===== config.mk =====
export PLATFORM = sky130hd
export DESIGN_NAME = maj_sweep_ctrl
export DESIGN_NICKNAME = d
export VERILOG_FILES = /design/src/rtl/maj_sweep_pkg.sv /design/src/rtl/maj_sweep_ctrl_golden.sv /design/src/rtl/maj_sweep_ctrl.sv
export SDC_FILE = /design/constraint.sdc
export NUM_CORES = 1
export LEC_CHECK = 0
export ABC_CLOCK_PERIOD_IN_PS = 3840
export BUFFER_PORTS_ARGS = -buffer_cell sky130_fd_sc_hd__buf_2
export CAP_MARGIN = 20
export CORE_ASPECT_RATIO = 0.75
export CORE_MARGIN = 10
export CORE_UTILIZATION = 55
export DETAILED_ROUTE_END_ITERATION = 6
export PLACE_DENSITY = 0.79
export REMOVE_ABC_BUFFERS = 1
export SLEW_MARGIN = 5
export SYNTH_ARGS = -nofsm -noshare
export SYNTH_HDL_FRONTEND = slang
export SYNTH_SLANG_ARGS = --single-unit

===== constraint.sdc =====
create_clock -name Clk -period 3.84 [get_ports Clk]
set_clock_uncertainty 0.05 [all_clocks]
set_input_delay 0.384 -clock Clk [delete_from_list [all_inputs] [get_ports Clk]]
set_output_delay 0.384 -clock Clk [all_outputs]
set_load 0.01 [all_outputs]

===== src/rtl/maj_sweep_pkg.sv =====
// Shared types and constants for the majority-gate sweep BIST.
package maj_sweep_pkg;
  typedef enum logic [1:0] {
    S_IDLE,
    S_APPLY,
    S_DONE
  } state_t;

  localparam int NUM_VEC = 8;
  localparam int VEC_W   = 3;
  localparam int ERR_W   = 4;
  localparam logic [VEC_W-1:0] LAST_VEC = VEC_W'(NUM_VEC - 1);
endpackage


===== src/rtl/maj_sweep_ctrl_golden.sv =====
// Reference 3-input majority, independent of the maj under test.
module maj_golden (
  input  logic x,
  input  logic y,
  input  logic z,
  output logic f
);
  assign f = (x & y) | (y & z) | (x & z);
endmodule


===== src/rtl/maj_sweep_ctrl.sv =====
// Exhaustive sweep of all 8 {X,Y,Z} vectors into an external maj,
// comparing its output against a golden majority.
module maj_sweep_ctrl #(
  parameter int DWELL = 4,
  parameter int CNT_W = 8
) (
  input  logic       Clk,
  input  logic       Rst_n,
  input  logic       Start,
  input  logic       F_i,
  output logic       X_o,
  output logic       Y_o,
  output logic       Z_o,
  output logic       Busy,
  output logic       Done,
  output logic       Pass,
  output logic [3:0] ErrCnt,
  output logic [2:0] FirstFail
);
  import maj_sweep_pkg::*;

  state_t             state;
  logic [VEC_W-1:0]   vec;
  logic [CNT_W-1:0]   cnt;
  logic               exp_f;
  logic               hit;
  logic               miss;
  logic [ERR_W-1:0]   err_nxt;

  // vec is a register, so the drive to maj is glitch-free
  assign {X_o, Y_o, Z_o} = vec;

  maj_golden u_golden (
    .x (vec[2]),
    .y (vec[1]),
    .z (vec[0]),
    .f (exp_f)
  );

  assign hit     = (state == S_APPLY) && (cnt == CNT_W'(DWELL - 1));
  assign miss    = hit && (F_i != exp_f);
  assign err_nxt = ErrCnt + ERR_W'(miss);

  always_ff @(posedge Clk or negedge Rst_n) begin
    if (!Rst_n) begin
      state     <= S_IDLE;
      vec       <= '0;
      cnt       <= '0;
      Busy      <= 1'b0;
      Done      <= 1'b0;
      Pass      <= 1'b0;
      ErrCnt    <= '0;
      FirstFail <= '0;
    end else begin
      Done <= 1'b0;
      unique case (state)
        S_IDLE: begin
          if (Start) begin
            state     <= S_APPLY;
            vec       <= '0;
            cnt       <= '0;
            ErrCnt    <= '0;
            FirstFail <= '0;
            Pass      <= 1'b0;
            Busy      <= 1'b1;
          end
        end
        S_APPLY: begin
          if (hit) begin
            ErrCnt <= err_nxt;
            if (miss && (ErrCnt == '0))
              FirstFail <= vec;
            cnt <= '0;
            // last sample's mismatch is folded into Pass here
            if (vec == LAST_VEC) begin
              state <= S_DONE;
              Done  <= 1'b1;
              Pass  <= (err_nxt == '0);
            end else begin
              vec <= vec + 1'b1;
            end
          end else begin
            cnt <= cnt + 1'b1;
          end
        end
        S_DONE: begin
          state <= S_IDLE;
          Busy  <= 1'b0;
        end
        default: state <= S_IDLE;
      endcase
    end
  end
endmodule


Yosys cells after proc, flatten, opt, wreduce, memory -nomap -nowiden --
Index checks and enable logic that the tools add are counted. W data, S select, Z words.
Cells by class: add/sub/neg operators 3, equality and inequality tests 10, mux-type cells 26, bitwise gates (word level) 5, reduce and logical (&&, ||, !) cells 15
Operators with widths (count):
- $mux W8 | 2
- $pmux W8 S2 | 1
- $mux W3 | 5
- $pmux W3 S2 | 2
- $reduce_and A4 Y1 | 3
- $add A8 B1 Y8 const B | 1
- $eq A8 B2 Y1 const B | 1
- $logic_not A4 Y1 | 2
- $mux W4 | 2
- $pmux W4 S2 | 1
- $mux W1 | 7
- $mux W2 | 3
- $ne A2 B2 Y1 const B | 3
- $reduce_and A3 Y1 | 2
- $add A4 B1 Y4 | 1
- $ne A2 B1 Y1 const B | 2
- $pmux W1 S2 | 2
- $pmux W2 S2 | 1
- $reduce_and A2 Y1 | 2
- $reduce_bool A2 Y1 | 2
- $add A3 B1 Y3 const B | 1
- $and A1 B1 Y1 | 3
- $eq A3 B3 Y1 const B | 1
- $logic_and A1 B1 Y1 | 3
- 5 further kinds | 6
Word-level totals: flip-flop bits (word level) 23, input port bits 4, output and inout port bits 13, logic and storage cells 67

Depth between registers and ports, before layout --
word-level depth 10, gate-level depth with buffers 9, mapped depth without buffers 9

Modules after synthesis --
Synthesis repeated with hierarchy kept, for this count alone.
Second synthesis, totals: cells, all modules 110, area, all modules 1167.4 um^2
By module, submodules not included:
- maj_sweep_ctrl | times used 1, cells each 109, area each 1156.1 um^2, sequential area each 575.6 um^2
- maj_golden | times used 1, cells each 1, area each 11.3 um^2, sequential area each 0.0 um^2

Worst setup path before layout --
Ideal clock, no wire load.
path type flip-flop to flip-flop, from reg cnt[0], to reg Pass, setup time 125 ps, arrival time 2368 ps, required time 3665 ps, setup slack 1297 ps, cell stages (with the launch flop) 10, buffers on the path 0, period minus slack after synthesis 2543 ps, cells stage by stage dfrtp_1 > ha_1 > or4b_4 > nor3_1 > and2_1 > ha_1 > ha_1 > xnor2_1 > and3_1 > mux2_2
On the way: longest elaborated chain between the ends 8, elaborated cells on any way between the ends 10, classes of those cells add/sub: 1; eq/ne: 2; mux: 3; reduce/logical: 4
RTL lines:
- start, declared | line maj_sweep_ctrl.sv:24 | logic [CNT_W-1:0] cnt;
- start signal, assigned | line maj_sweep_ctrl.sv:83 | cnt <= cnt + 1'b1;
- $eq A8 B2 Y1 (*) | line maj_sweep_ctrl.sv:40 | assign hit = (state == S_APPLY) && (cnt == CNT_W'(DWELL - 1));
- $logic_and A1 B1 Y1 (*) | line maj_sweep_ctrl.sv:40
- $logic_and A1 B1 Y1 | line maj_sweep_ctrl.sv:41 | assign miss = hit && (F_i != exp_f);
- $add A4 B1 Y4 | line maj_sweep_ctrl.sv:42 | assign err_nxt = ErrCnt + ERR_W'(miss);
- $logic_not A4 Y1 | line maj_sweep_ctrl.sv:78 | Pass <= (err_nxt == '0);
- $mux W1 | line maj_sweep_ctrl.sv:75 | if (vec == LAST_VEC) begin
- $mux W1 | line maj_sweep_ctrl.sv:69 | if (hit) begin
- $pmux W1 S2 | line maj_sweep_ctrl.sv:56 | unique case (state)
- end signal, assigned | line maj_sweep_ctrl.sv:78
- end, declared | line maj_sweep_ctrl.sv:16 | output logic Pass,
Every way passes the cells marked *; elsewhere a longest branch is shown, timed or not. The select of a mux whose other input is x is not followed. A chain may end at the register's enable or synchronous reset.

Worst setup path in the final report --
Ends and elaborated chain as after synthesis.

==> flow_summary.yaml <==
run_status:
  status: "completed"
clocking:
  cts_buffers: 3
  clk_pin_slew_worst_paths_ps: 120
  clock_latency_ps: 310
  post-cts-setup-buffer-count: 0
  cts_buffer_depth: 2
  cts.htree.levels: 1
  clock_sinks: 23
  cts_resized: 0
  cts_tree: "done"
  cts_root_buffer: "clkbuf_4"
  hold_buffers: 1
global_routing:
  grt_pass1_vias: 959
  antenna_found_initial: 0
  grt_pass1_wl_um: 4422
  grt_max_degree: 24
  grt.overflow.total: 0
  grtUsageTotal_pct: 12.35
route:
  via_count: 971
  drc: 0
  drt-total-wl_um: 2629
  drt-initial-drc-count: 60
  routedWlPerCell_um: 16.23
  viasPerCell: 5.994
  ant_nets: 0
  dr.pass1.iters: 4
sta:
  rsz0062_at_grt: "no"
  fin_crit_sh_pct: 74.80
  fin_tns_setup_ps: 0
  relSlewSlack_pct: 54.49
  hold_violations: 0
  max_freq_mhz: 348.1
  layout_min_cycle_time_ps: 2872
  finalSetupViolCount: 0
  worst_slew_pin_slew_ps: 675.5
  drv_slew: 0
min_path:
  min_to: "Busy"
  whs_path_depth: 3
  hold_path.startpoint: "Start"
  min_path_type: "input pin to flip-flop"
setup_path:
  r2r_end: "Pass"
  worst_path_max_delay_cell: "or4b_4"
  rr_worst_depth: 9
  worstSetupStartpointType: "flip-flop"
  end_kind: "flip-flop"
  critPathMaxStageDelay_ps: 520
  cp_max_fo: 5
  rrSetupSlack_ps: 970
  r2r_start: "cnt[0]"
  crit_chain: "ha_1 -> or4b_4 -> nor3_1 -> and2_1 -> ha_1 -> ha_1 -> xnor2_1 -> and3_1 -> mux2_2"
  cpMostUsedCell: "ha_1"
  required_ps: 4000
  crit_type: "flip-flop to flip-flop"
  arrival_ps: 3030
run:
  max-cap-violations: 0
pwr:
  p_sw_share_pct: 39.97
  leakage_nw: 0.6880
  seq_power_share_pct: 46.0
  p_comb_share_pct: 40.8
  powerDensity_nw_per_um2: 618.4
  p_int_mw: 0.5039
  power.switching_mw: 0.3356
  power_frac_clock_pct: 13.2
  ir_worst_vdd_mv: 0.4455
  power_mw: 0.8395
place:
  io_buffers: 16
  hpwlAfterDp_um: 1986
  place.gp.congestion: 0.8882
die:
  start_util_pct: 59.46
  fp.dieW_um: 74.36
  core_um2: 2049
  ioPinCount: 17
  rows: 14
  dieArea_um2: 4518
  die_h_um: 60.77
layout:
  final_nets: 148
  drive_gt1_share_pct: 18.84
  antenna_cells: 0
  syn_to_final_growth_pct: 11.40
  finish.utilization_pct: 66.24
yosys:
  ys_types: 35
  synth_async_sr_flop_share_pct: 100.0
  yosys_register_bits: 23
  ys.flop_type: "dfrtp_1"
  yosys_warnings: 0
  synth_edf_count: 0
  post_synth.cell_area_avg_um2: 10.24
  yosysSeqAreaShare_pct: 47.23
  netlist_area_um2: 1219
  synthCells: 119
==> state kept, by name, indices dropped and copies added, names as in the netlist <==
name,flops
Pass,1
Done,1
state,2
vec,3
ErrCnt,4
cnt,8
FirstFail,3
Busy,1
==> power by group through the flow <==
stage               logic (mW)  registers (mW)  clock network, mW
floorplan                0.238           0.387                  0
global placement         0.332           0.383                  0
detailed placement       0.344           0.389                  0
CTS                      0.346           0.385              0.113
global route             0.386           0.399              0.120
finish                   0.342           0.387              0.111
==> metrics by stage <==
stage                     instances  hold WS, ps  worst slack [ps]  instance area (um^2)
after floorplan                 117        38.41              1297                  1211
after global placement          157        326.2              1163                  1321
after detailed placement        157        337.2              1060                  1321
after CTS                       162        343.7             995.3                  1358
after global routing            162        355.0             819.7                  1358
final                           162        351.3             967.6                  1358
==> routing by layer <==
layer | routed length, um | GRT usage, % | vias up
met3 | 214 | 5.710 | 2
met4 | 14 | 2.344 | 0
met5 | 0 | 0 | -
met1 | 1234 | 15.67 | 464
li1 | - | - | 477
met2 | 1165 | 19.05 | 28
==> cells in the mapped netlist (all sizes together) (2+ instances only) <==
cell | count | area, um^2
or3 | 3 | 18.77
o21ai | 6 | 33.78
nand3 | 5 | 25.02
xor2 | 5 | 43.79
and2 | 4 | 25.02
mux2 | 2 | 22.52
clkbuf | 2 | 7.510
nor3 | 4 | 20.02
a21oi | 6 | 30.03
ha | 5 | 62.56
a22o | 6 | 53.80
o221ai | 3 | 26.28
dfrtp | 23 | 575.6
nand4 | 5 | 31.28
inv | 7 | 26.28
nor2 | 8 | 30.03
nand2 | 7 | 26.28
and3 | 3 | 18.77
==> layout by cell type, fill, tap and decap left out, types with 2 or more instances in the layout <==
master     n
or3_1      3
o221ai_1   3
o21ai_0    5
inv_1      7
clkbuf_4   3
xor2_1     5
nor3_1     4
nand2_1    7
and2_1     4
a22o_1     5
dfrtp_1   23
a21oi_1    6
ha_1       5
nand4_1    5
and3_1     3
nor2_1     8
buf_2     16
mux2_2     2
nand3_1    5
==> critical path, delay by kind of cell, from the launching register on <==
kind,cells,cell delay (ps)
and+or+nand+nor,4,1360
adders and majority gates,3,620
xor gates and xnor gates,1,80
DFF,1,400
muxes,1,250
==> layout make-up <==
cell class,instances,area [um^2]
clock buffer,4,26.28
tap,24,30.03
sequential,23,575.6
inverter,7,26.28
fill,171,691.9
multi-input combinational,87,609.3
timing repair buffer,17,90.09
==> kinds of logic (layout without fill, tap and decap cells) <==
kind of cell	count (synthesis)	count (layout)	share of synthesized area, %
DFF	23	23	47.23
and+or+nand+nor	46	46	21.87
AOI/OAI and AO/OA	28	28	16.84
adders and majority gates	5	5	5.133
xor gates and xnor gates	6	6	4.312
muxes	2	2	1.848
buffers and inverters	9	28	2.773
==> how the worst max path moves through the flow <==
| stage | end | from | cells after the start | slack (ps) |
|---|---|---|---|---|
| after CTS | Pass | cnt[0] | 9 | 1000 |
| final | Pass | cnt[0] | 9 | 970 |
| after global placement | Pass | cnt[0] | 9 | 1160 |
| after floorplan | Pass | cnt[0] | 9 | 1300 |
| after global routing | Pass | cnt[0] | 9 | 820 |
| after detailed placement | Pass | cnt[0] | 9 | 1060 |
(Power assumes the default switching activity.)
